--- src/rtl/jht_pkg.sv ---
// Shared types and defaults for the JHT write-side controller.
//   jht_upd_t         : one queued update {pc, dest}
//   jht_ctrl_state_e  : controller FSM state (INIT sweep / RUN)
//   JHT_SET_NUM       : default number of JHT sets (sweep length)
//   JHT_QDEPTH        : default update queue depth (power of two, >= 2)
package jht_pkg;

    localparam int JHT_SET_NUM = 8;
    localparam int JHT_QDEPTH  = 4;

    typedef struct packed {
        logic [31:0] pc;
        logic [31:0] dest;
    } jht_upd_t;

    typedef enum logic {
        INIT = 1'b0,
        RUN  = 1'b1
    } jht_ctrl_state_e;

endpackage

--- src/rtl/jht_update_ctrl_if.sv ---
// Execute-stage to JHT-controller update interface.
//   upd_valid[1:0]  : per-lane resolved-jump update, lane 0 is older
//   upd_pc[1:0]     : jump instruction PC per lane
//   upd_dest[1:0]   : jump target per lane
//   upd_ready       : controller can take both lanes this cycle
//   inv_req         : one-cycle request to invalidate the whole JHT
//
// Handshake: a lane is transferred on a rising clock edge exactly when
// upd_valid[lane] && upd_ready are both high in that cycle (and inv_req is
// low). upd_ready covers both lanes at once and depends only on registered
// controller state, never on upd_valid. Lanes not transferred are dropped,
// so the producer must hold them until upd_ready is seen.
interface jht_update_ctrl_if;

    logic [1:0]       upd_valid;
    logic [1:0][31:0] upd_pc;
    logic [1:0][31:0] upd_dest;
    logic             upd_ready;
    logic             inv_req;

    modport master (
        output upd_valid, upd_pc, upd_dest, inv_req,
        input  upd_ready
    );

    modport slave (
        input  upd_valid, upd_pc, upd_dest, inv_req,
        output upd_ready
    );

endinterface

--- src/rtl/jht_upd_queue.sv ---
// Dual-push / single-pop FIFO holding pending JHT updates.
//   clk, rst        : clock, asynchronous active-high reset
//   flush_i         : discard all entries, reset pointers (pushes dropped)
//   push_en_i       : push window open (caller guarantees >= 2 free slots)
//   push_valid_i    : per-lane valid, lane 0 enqueued first
//   push_data_i     : per-lane {pc, dest}
//   pop_o           : head is valid and is consumed this cycle
//   head_o          : head entry
//   count_o         : registered occupancy
// Optional feature (macro JHT_UPD_COALESCE_EN): a push whose PC matches a
// live queued entry (not the one popping this cycle) or lane 0 of the same
// cycle overwrites that entry's dest instead of taking a new slot.
module jht_upd_queue
    import jht_pkg::*;
#(
    parameter  int QDEPTH = JHT_QDEPTH,
    localparam int PW     = $clog2(QDEPTH),
    localparam int CW     = $clog2(QDEPTH + 1)
) (
    input  logic                 clk,
    input  logic                 rst,
    input  logic                 flush_i,
    input  logic                 push_en_i,
    input  logic     [1:0]       push_valid_i,
    input  jht_upd_t [1:0]       push_data_i,
    output logic                 pop_o,
    output jht_upd_t             head_o,
    output logic     [CW-1:0]    count_o
);

    jht_upd_t          mem_q [QDEPTH];
    jht_upd_t          mem_d [QDEPTH];
    logic [PW-1:0]     wr_ptr_q, wr_ptr_d;
    logic [PW-1:0]     rd_ptr_q, rd_ptr_d;
    logic [CW-1:0]     count_q, count_d;

    logic [PW-1:0]     wp;
    logic [CW-1:0]     nslot;

`ifdef JHT_UPD_COALESCE_EN
    logic [QDEPTH-1:0] live;
    logic [PW-1:0]     off;
    logic              hit0, hit1;
    logic [PW-1:0]     idx0, idx1;
`endif

    // The JHT write port always accepts, so a non-empty queue pops every cycle.
    assign pop_o   = (count_q != '0);
    assign head_o  = mem_q[rd_ptr_q];
    assign count_o = count_q;

    always_comb begin
        mem_d = mem_q;
        wp    = wr_ptr_q;
        nslot = '0;
`ifdef JHT_UPD_COALESCE_EN
        hit0 = 1'b0;
        hit1 = 1'b0;
        idx0 = wr_ptr_q;
        idx1 = wr_ptr_q;
        off  = '0;
        // A slot is a coalesce target only if it holds a live entry that is
        // not leaving through the write port this cycle.
        for (int i = 0; i < QDEPTH; i++) begin
            off     = PW'(i) - rd_ptr_q;
            live[i] = (CW'(off) < count_q) && !(pop_o && (PW'(i) == rd_ptr_q));
        end
`endif

        if (push_en_i && push_valid_i[0]) begin
`ifdef JHT_UPD_COALESCE_EN
            for (int i = 0; i < QDEPTH; i++) begin
                if (live[i] && (mem_q[i].pc == push_data_i[0].pc)) begin
                    hit0 = 1'b1;
                    idx0 = PW'(i);
                end
            end
            if (hit0) begin
                mem_d[idx0].dest = push_data_i[0].dest;
            end else begin
                idx0      = wp;
                mem_d[wp] = push_data_i[0];
                wp        = wp + 1'b1;
                nslot     = nslot + 1'b1;
            end
`else
            mem_d[wp] = push_data_i[0];
            wp        = wp + 1'b1;
            nslot     = nslot + 1'b1;
`endif
        end

        if (push_en_i && push_valid_i[1]) begin
`ifdef JHT_UPD_COALESCE_EN
            // Same-cycle duplicate of lane 0 lands in whatever slot lane 0 used.
            if (push_valid_i[0] && (push_data_i[1].pc == push_data_i[0].pc)) begin
                hit1 = 1'b1;
                idx1 = idx0;
            end else begin
                for (int i = 0; i < QDEPTH; i++) begin
                    if (live[i] && (mem_q[i].pc == push_data_i[1].pc)) begin
                        hit1 = 1'b1;
                        idx1 = PW'(i);
                    end
                end
            end
            if (hit1) begin
                mem_d[idx1].dest = push_data_i[1].dest;
            end else begin
                mem_d[wp] = push_data_i[1];
                wp        = wp + 1'b1;
                nslot     = nslot + 1'b1;
            end
`else
            mem_d[wp] = push_data_i[1];
            wp        = wp + 1'b1;
            nslot     = nslot + 1'b1;
`endif
        end

        wr_ptr_d = wp;
        rd_ptr_d = rd_ptr_q + PW'(pop_o);
        count_d  = count_q + nslot - CW'(pop_o);

        // The head shown this cycle is still written; everything else is lost.
        if (flush_i) begin
            wr_ptr_d = '0;
            rd_ptr_d = '0;
            count_d  = '0;
        end
    end

    always_ff @(posedge clk or posedge rst) begin
        if (rst) begin
            wr_ptr_q <= '0;
            rd_ptr_q <= '0;
            count_q  <= '0;
            for (int i = 0; i < QDEPTH; i++) begin
                mem_q[i] <= '0;
            end
        end else begin
            wr_ptr_q <= wr_ptr_d;
            rd_ptr_q <= rd_ptr_d;
            count_q  <= count_d;
            for (int i = 0; i < QDEPTH; i++) begin
                mem_q[i] <= mem_d[i];
            end
        end
    end

endmodule

--- src/rtl/jht_update_ctrl.sv ---
// JHT write-side controller: buffers resolved j/jal updates from two lanes
// and serialises them onto the JHT's single write port, and runs the
// invalidation sweep after reset or on software request.
//   clk, reset      : clock, asynchronous active-high reset
//   upd             : execute-side update interface (slave modport)
//   wr_en/pc/dest   : JHT is_write / executed_j_pc / dest_pc (zero when idle)
//   clr_en          : sweep clears metadata of set clr_index
//   clr_index       : set being cleared
//   init_done       : high while in RUN
//   q_count         : current update queue occupancy
//   dbg_state       : FSM state for observation
// Optional feature macro: JHT_UPD_COALESCE_EN (PC coalescing in the queue).
module jht_update_ctrl
    import jht_pkg::*;
#(
    parameter int SET_NUM = JHT_SET_NUM,
    parameter int QDEPTH  = JHT_QDEPTH
) (
    input  logic                         clk,
    input  logic                         reset,
    jht_update_ctrl_if.slave             upd,
    output logic                         wr_en,
    output logic [31:0]                  wr_pc,
    output logic [31:0]                  wr_dest,
    output logic                         clr_en,
    output logic [$clog2(SET_NUM)-1:0]   clr_index,
    output logic                         init_done,
    output logic [$clog2(QDEPTH+1)-1:0]  q_count,
    output jht_ctrl_state_e              dbg_state
);

    localparam int SW = $clog2(SET_NUM);
    localparam int CW = $clog2(QDEPTH + 1);

    jht_ctrl_state_e state_q, state_d;
    logic [SW-1:0]   sweep_q, sweep_d;

    logic            flush;
    logic            push_en;
    logic            ready;
    logic            pop;
    jht_upd_t        head;
    jht_upd_t [1:0]  push_data;
    logic [CW-1:0]   count;

    always_comb begin
        for (int l = 0; l < 2; l++) begin
            push_data[l].pc   = upd.upd_pc[l];
            push_data[l].dest = upd.upd_dest[l];
        end
    end

    always_comb begin
        state_d = state_q;
        sweep_d = sweep_q;
        clr_en  = 1'b0;
        flush   = 1'b0;
        push_en = 1'b0;
        ready   = 1'b0;
        case (state_q)
            INIT: begin
                clr_en = 1'b1;
                if (upd.inv_req) begin
                    sweep_d = '0;
                end else if (sweep_q == SW'(SET_NUM - 1)) begin
                    state_d = RUN;
                    sweep_d = '0;
                end else begin
                    sweep_d = sweep_q + 1'b1;
                end
            end
            RUN: begin
                // Conservative: registered occupancy, this cycle's pop not credited.
                ready   = (count <= CW'(QDEPTH - 2));
                push_en = ready && !upd.inv_req;
                if (upd.inv_req) begin
                    flush   = 1'b1;
                    state_d = INIT;
                    sweep_d = '0;
                end
            end
            default: begin
                state_d = INIT;
                sweep_d = '0;
            end
        endcase
    end

    always_ff @(posedge clk or posedge reset) begin
        if (reset) begin
            state_q <= INIT;
            sweep_q <= '0;
        end else begin
            state_q <= state_d;
            sweep_q <= sweep_d;
        end
    end

    jht_upd_queue #(
        .QDEPTH (QDEPTH)
    ) u_queue (
        .clk          (clk),
        .rst          (reset),
        .flush_i      (flush),
        .push_en_i    (push_en),
        .push_valid_i (upd.upd_valid),
        .push_data_i  (push_data),
        .pop_o        (pop),
        .head_o       (head),
        .count_o      (count)
    );

    assign upd.upd_ready = ready;
    assign wr_en         = pop;
    assign wr_pc         = pop ? head.pc   : 32'd0;
    assign wr_dest       = pop ? head.dest : 32'd0;
    assign clr_index     = sweep_q;
    assign init_done     = (state_q == RUN);
    assign q_count       = count;
    assign dbg_state     = state_q;

endmodule
--- src/flat_wrapper.sv ---
// flat-port wrapper written by rule: the top's interface ports become plain ports
module jht_update_ctrl_flat import jht_pkg::*;
#(
    parameter int SET_NUM = JHT_SET_NUM,
    parameter int QDEPTH  = JHT_QDEPTH
)
  (clk, reset, wr_en, wr_pc, wr_dest, clr_en, clr_index, init_done, q_count, dbg_state, upd_upd_valid, upd_upd_pc, upd_upd_dest, upd_inv_req, upd_upd_ready);
  jht_update_ctrl_if upd_i ();
  input  logic clk;
  input  logic reset;
  output logic wr_en;
  output logic [31:0] wr_pc;
  output logic [31:0] wr_dest;
  output logic clr_en;
  output logic [$clog2(SET_NUM)-1:0] clr_index;
  output logic init_done;
  output logic [$clog2(QDEPTH+1)-1:0] q_count;
  output jht_ctrl_state_e dbg_state;
  input wire logic [$bits(upd_i.upd_valid)-1:0] upd_upd_valid;
  input wire logic [$bits(upd_i.upd_pc)-1:0] upd_upd_pc;
  input wire logic [$bits(upd_i.upd_dest)-1:0] upd_upd_dest;
  input wire logic [$bits(upd_i.inv_req)-1:0] upd_inv_req;
  output wire logic [$bits(upd_i.upd_ready)-1:0] upd_upd_ready;
  assign upd_i.upd_valid = upd_upd_valid;
  assign upd_i.upd_pc = upd_upd_pc;
  assign upd_i.upd_dest = upd_upd_dest;
  assign upd_i.inv_req = upd_inv_req;
  assign upd_upd_ready = upd_i.upd_ready;
  jht_update_ctrl #(.SET_NUM(SET_NUM), .QDEPTH(QDEPTH)) u_core (.clk(clk), .reset(reset), .upd(upd_i), .wr_en(wr_en), .wr_pc(wr_pc), .wr_dest(wr_dest), .clr_en(clr_en), .clr_index(clr_index), .init_done(init_done), .q_count(q_count), .dbg_state(dbg_state));
endmodule
--- config.mk ---
export PLATFORM = sky130hd
export DESIGN_NAME = jht_update_ctrl_flat
export DESIGN_NICKNAME = d
export VERILOG_FILES = /design/src/rtl/jht_pkg.sv /design/src/rtl/jht_update_ctrl_if.sv /design/src/rtl/jht_upd_queue.sv /design/src/rtl/jht_update_ctrl.sv /design/src/flat_wrapper.sv
export SDC_FILE = /design/constraint.sdc
export NUM_CORES = 1
export LEC_CHECK = 0
export BUFFER_PORTS_ARGS = -buffer_cell sky130_fd_sc_hd__buf_2
export CORE_MARGIN = 1.5
export CORE_UTILIZATION = 47
export CTS_CLUSTER_SIZE = 25
export DETAILED_ROUTE_END_ITERATION = 12
export PLACE_DENSITY = 0.75
export SLEW_MARGIN = 20
export SYNTH_ARGS = -nofsm -noshare
export SYNTH_HDL_FRONTEND = slang
export SYNTH_SLANG_ARGS = --single-unit
--- constraint.sdc ---
create_clock -name clk -period 22.7 [get_ports clk]
set_input_delay 2.27 -clock clk [delete_from_list [all_inputs] [get_ports clk]]
set_output_delay 2.27 -clock clk [all_outputs]
set_load 0.02 [all_outputs]
==> results.ini, run 1 <==
[logic_synthesis]
synth.most_common_cell = a21oi_1
async_flop_share = 1.000
syn_area_um2 = 14590
synth_edf_count = 0
ys_top_cells_by_area = dfrtp_1, a21oi_1, mux4_2, nand2_1, nor2_1
synth_nets = 1725
yosys_warnings = 0
avgSynthCellArea_um2 = 9.255
ys.flop_type = dfrtp_1
yosysUniqueCellTypes = 37
syn_inst = 1576
yosysSeqAreaShare = 0.4581
yosys_register_bits = 267
synthTopCellsByCount = a21oi_1, nand2_1, dfrtp_1
yosysTopAreaCell = dfrtp_1
synth_top_area_frac = 0.4581

[cts]
htreeDepth = 1
cts-hold-fix-buffers = 0
clock_latency_ns = 0.56
clock-sinks = 267
clk_pin_slew_ns = 0.06
numCtsBuffers = 30
ctsLongestPathBuffers = 3
cts-root-buf = clkbuf_16
ctsResizeCount = 0
cts_tree = done
post_cts_buffers = 0

[critical_path]
cp-start-kind = register
critPathRequiredTime_ns = 20.43
r2r-start = u_core.u_queue.count_o[1]
r2r_cells = 8
cp-endpoint = wr_dest[0]
crit_arrival_ns = 3.21
crit_type = reg2out
cp-end-kind = output pin
rrSetupSlack_ns = 18.90
path_max_fanout = 33
crit_path_start = u_core.u_queue.rd_ptr_q[0]
worstReg2RegEnd = u_core.u_queue.mem_q[199]

[floorplan]
die_height_um = 179.2
core_area_um2 = 30590
die_x_um = 179.2
initial_core_util = 0.4768
ios = 208
rows = 64
die-area_um2 = 32100

[detailed_routing]
drc_errors = 0
drtIter0Drc = 1326
num_vias = 12964
post_drt_wl_per_cell_um = 21.93
drtPass1Iterations = 5
totalWireLength_um = 46660
ant_nets = 0
vias_per_cell = 6.092

[placed_design]
place.gp.congestion = 0.7737
dp.cells = 2062
place_hpwl_um = 25140
portBuffers = 207

[run]
drv_cap = 0

[layout]
layout-drive-gt1-share = 0.2317
fin_cells = 2128
final_nets = 1847
fin_util = 0.5438
syn2layout_area_growth_pct = 14.06

[global_routing]
grt_overflow = 0
antenna_found_initial = 13
grt_pass1_wl_um = 72150
track_usage = 0.2904
grt_pass1_vias = 13146
grt_max_degree = 122

[timing]
fin_setup_tns_ns = 0
maxSlewHeadroom = 0.2196
max_slew.worst_pin.slew_ns = 1.171
hold_viol = 0
setup_viol = 0
skew_ns = 0.02119
period_share = 0.2414
max_freq_mhz = 182.5
slew_violations = 0
finalCriticalPeriod_ns = 5.480
rsz0062_at_grt = false

[outcome]
outcome = finished clean

[power]
peakVddDrop_uv = 64.78
p_leak_nw = 7.635
powerDensity_nw_per_um2 = 86.57

[hold_path]
hold_class = reg2reg

-- sequential cells by signal (all words and copies together) (netlist names) --
register,cells
u_core.u_queue.mem_q,256
u_core.u_queue.wr_ptr_q,2
u_core.clr_index,3
u_core.u_queue.count_o,3
u_core.u_queue.rd_ptr_q,2
u_core.dbg_state,1
-- power by group --
part / total, mW / internal [mW] / switching [mW]
Clock: 0.499 / 0.296 / 0.204
Sequential: 0.603 / 0.525 / 0.0781
Combinational: 0.338 / 0.161 / 0.177
Total: 1.44 / 0.982 / 0.459
-- metal layers --
layer	track usage	part of all wire	routed length (um)
met1	0.3676	0.39	18350
met3	0.05513	0.094	4401
met2	0.4920	0.48	22440
met5	0	0.0010	48
met4	0.1123	0.031	1425
-- worst min path at each step --
stage / from / endpoint / slack (ns) / cells past startpoint
2_1_floorplan: u_core.u_queue.mem_q[100] / u_core.u_queue.mem_q[100] / 0.49 / 2
3_3_place_gp: u_core.u_queue.mem_q[191] / u_core.u_queue.mem_q[191] / 0.50 / 2
3_5_place_dp: u_core.u_queue.mem_q[82] / u_core.u_queue.mem_q[82] / 0.51 / 2
4_1_cts: u_core.u_queue.mem_q[87] / u_core.u_queue.mem_q[87] / 0.52 / 2
5_1_grt: u_core.u_queue.mem_q[121] / u_core.u_queue.mem_q[121] / 0.53 / 2
6_report: u_core.u_queue.mem_q[37] / u_core.u_queue.mem_q[37] / 0.51 / 2
-- metrics by stage --
stage          total power [mW]  instance area [um^2]  setup WS, ns  hold slack [ns]
2_1_floorplan            0.8265                 14590         13.08           0.4911
3_5_place_dp             0.9483                 15590         16.76           0.5066
4_1_cts                   1.447                 16610         17.16           0.5153
5_1_grt                   1.501                 16630         17.04           0.5328
6_report                  1.440                 16640         17.22           0.5147
3_3_place_gp             0.9384                 15590         16.98           0.4994
-- kinds of logic after synthesis --
kind of cell,share of synthesized area
muxes,0.1002
buffers and inverters,0.05370
adders and majority gates,0.01424
DFF,0.4581
xor gates and xnor gates,0.004204
AOI/OAI and AO/OA,0.2013
and+or+nand+nor,0.1682
-- final cells by class --
class | count | area [um^2]
Multi-Input combinational cell | 1160 | 7169
Clock inverter | 11 | 120.1
Clock buffer | 45 | 898.4
Timing Repair Buffer | 226 | 1182
Sequential cell | 267 | 6689
Tap cell | 396 | 495.5
Antenna cell | 10 | 25.02
Fill cell | 2740 | 13950
Inverter | 13 | 56.30
-- placed cells by master, fill, tap and decap left out, types with 15 or more instances in the layout --
master,n
and2_1,65
clkbuf_16,31
a2bb2oi_1,64
nand2_1,278
ha_1,15
buf_4,18
a31oi_1,21
buf_2,207
dfrtp_1,265
mux4_2,64
nor2_1,198
a21oi_1,371
a21oi_2,40
-- critical path: stages (launching register included) --
cell and delay (ns):
dfrtp_4 0.94, buf_4 0.72, mux4_2 0.59, and2_1 0.21, buf_2 0.17
No activity file was read; power rests on OpenSTA's default activity.
==> run 2: changes to the inputs <==
- clock period: 22.7 -> 5.1 ns (I/O delays scaled with it)
==> results.ini, run 2 (same netlist as run 1, synthesis figures left out) <==
[placed_design]
portBuffers = 207  ; unchanged
post-place-ws_ns = 1.468  ; -15.29 ns
place_hpwl_um = 26400  ; +5.0%
place_area_um2 = 15670  ; +0.54%
place.gp.congestion = 0.8034  ; +3.8%

[detailed_routing]
drtPass1Iterations = 6  ; +1
drc_errors = 0  ; unchanged
ant_nets = 0  ; unchanged
drtIter0Drc = 1481  ; +12%
totalWireLength_um = 47340  ; +1.4%
num_vias = 13182  ; +1.7%
vias_per_cell = 6.174  ; +1.3%
post_drt_wl_per_cell_um = 22.17  ; +1.1%

[cts]
numCtsBuffers = 31  ; +3.3%
cts-hold-fix-buffers = 0  ; unchanged
ctsLongestPathBuffers = 3  ; unchanged
clk_pin_slew_ns = 0.06  ; about the same
clock_latency_ns = 0.56  ; about the same
htreeDepth = 1  ; unchanged
ctsResizeCount = 0  ; unchanged
cts-root-buf = clkbuf_16
post_cts_buffers = 0  ; unchanged
cts_tree = done
clock-sinks = 267  ; unchanged

[power]
p_leak_nw = 7.691  ; +0.73%
finalPower_mw = 6.515  ; +350%
powerDensity_nw_per_um2 = 388.8  ; +350%
peakVddDrop_uv = 263.8  ; +310%

[floorplan]
initial_core_util = 0.4768  ; unchanged
die-area_um2 = 32100  ; unchanged
core_area_um2 = 30590  ; unchanged
ios = 208  ; unchanged
rows = 64  ; unchanged
die_x_um = 179.2  ; unchanged
die_height_um = 179.2  ; unchanged

[timing]
max_slew.worst_pin.slew_ns = 1.135  ; -0.03555 ns
fin_ws_ns = 1.379  ; -15.84 ns
hold_viol = 0  ; unchanged
finalCriticalPeriod_ns = 3.721
skew_ns = 0.01240  ; -0.008788 ns
period_share = 0.7296
fin_setup_tns_ns = 0  ; unchanged
maxSlewHeadroom = 0.2433  ; +0.02370
setup_viol = 0  ; unchanged
rsz0062_at_grt = false
slew_violations = 0  ; unchanged
max_freq_mhz = 268.7

[critical_path]
critPathRequiredTime_ns = 5.58  ; -14.85 ns
r2r-start = u_core.u_queue.count_o[1]
cp-end-kind = register
crit_path_start = u_core.u_queue.count_o[1]
cp-start-kind = register
crit_type = reg2reg
crit_arrival_ns = 4.20  ; +0.99 ns
path_max_fanout = 32  ; -3.0%

[layout]
design_area_um2 = 16750  ; +0.71%
mostFrequentLayoutCell = a21oi_1
syn2layout_area_growth_pct = 14.88
layout-drive-gt1-share = 0.2348  ; +0.003110
seqCellArea_um2 = 6689  ; unchanged
largest_reg_flops = 256  ; unchanged
final_nets = 1853  ; +0.32%
fillCellCount = 2742  ; +0.073%
final_cell_mix = a21oi_1, nand2_1, dfrtp_1
multi_input_area_um2 = 7169  ; unchanged
largest-register = u_core.u_queue.mem_q

[hold_path]
hold_class = in2async

[global_routing]
grt_max_degree = 142  ; +16%
grt_overflow = 0  ; unchanged
grt_pass1_wl_um = 73010  ; +1.2%
grt_pass1_vias = 13207  ; +0.46%
track_usage = 0.2947  ; +0.004333
antenna_found_initial = 10  ; -3

[run]
drv_cap = 0  ; unchanged

[outcome]
outcome = finished clean

[run 2: final timing paths]
| check | end | slack (ns) | depth (start not counted) |
|---|---|---|---|
| min in group clk | u_core.u_queue.mem_q[149] | 0.23 | 3 |
| max in group asynchronous | u_core.u_queue.rd_ptr_q[1] | 4.18 | 3 |
| hold / removal | u_core.u_queue.mem_q[242] | 0.13 | 3 |
| setup / recovery | u_core.u_queue.mem_q[173] | 1.38 | 8 |
| setup reg to reg | u_core.u_queue.mem_q[173] | 1.38 | 8 |
| hold reg to reg | u_core.u_queue.mem_q[172] | 0.51 | 2 |
[run 2: layer usage]
metal | routed length, um | vias to the layer above | GRT usage
met3 | 4480 | 136 | 0.04792
met5 | 39 | - | 0
met2 | 22410 | 798 | 0.4815
met1 | 18720 | 6489 | 0.3898
li1 | - | 5753 | -
met4 | 1687 | 6 | 0.1243
[run 2: stage by stage]
| stage | util | hold WS (ns) | std cells |
|---|---|---|---|
| CTS | 0.5469 | 0.2156 | 2125 |
| floorplan | - | 0.4911 | 1576 |
| finish | 0.5477 | 0.1290 | 2135 |
| global placement | 0.5124 | 0.5000 | 2067 |
| global route | 0.5473 | 0.2224 | 2130 |
| detailed placement | 0.5124 | 0.5070 | 2067 |
[run 2: layout make-up]
class                   instances  share of cell area
multi-input cells            1160              0.4279
flip-flops and latches        267              0.3992
repair buffers                231             0.07557
clock buffers                  43             0.05198
well taps                     396             0.02957
clock inverters                15             0.01113
inverters                      13            0.003136
diodes                         10            0.001494
[run 2: power breakdown]
part           switching, mW  internal (mW)
registers              0.321           2.34
clock network          0.912           1.39
logic                  0.822          0.730
[run 2: critical path: stages (launching register included)]
cell	delay, ns
dfrtp_1	0.42
nand2_1	0.64
nand3_1	0.33
mux2i_1	0.36
ha_1	0.26
and4_2	0.87
buf_4	0.45
a21oi_1	0.08
a21oi_1	0.20
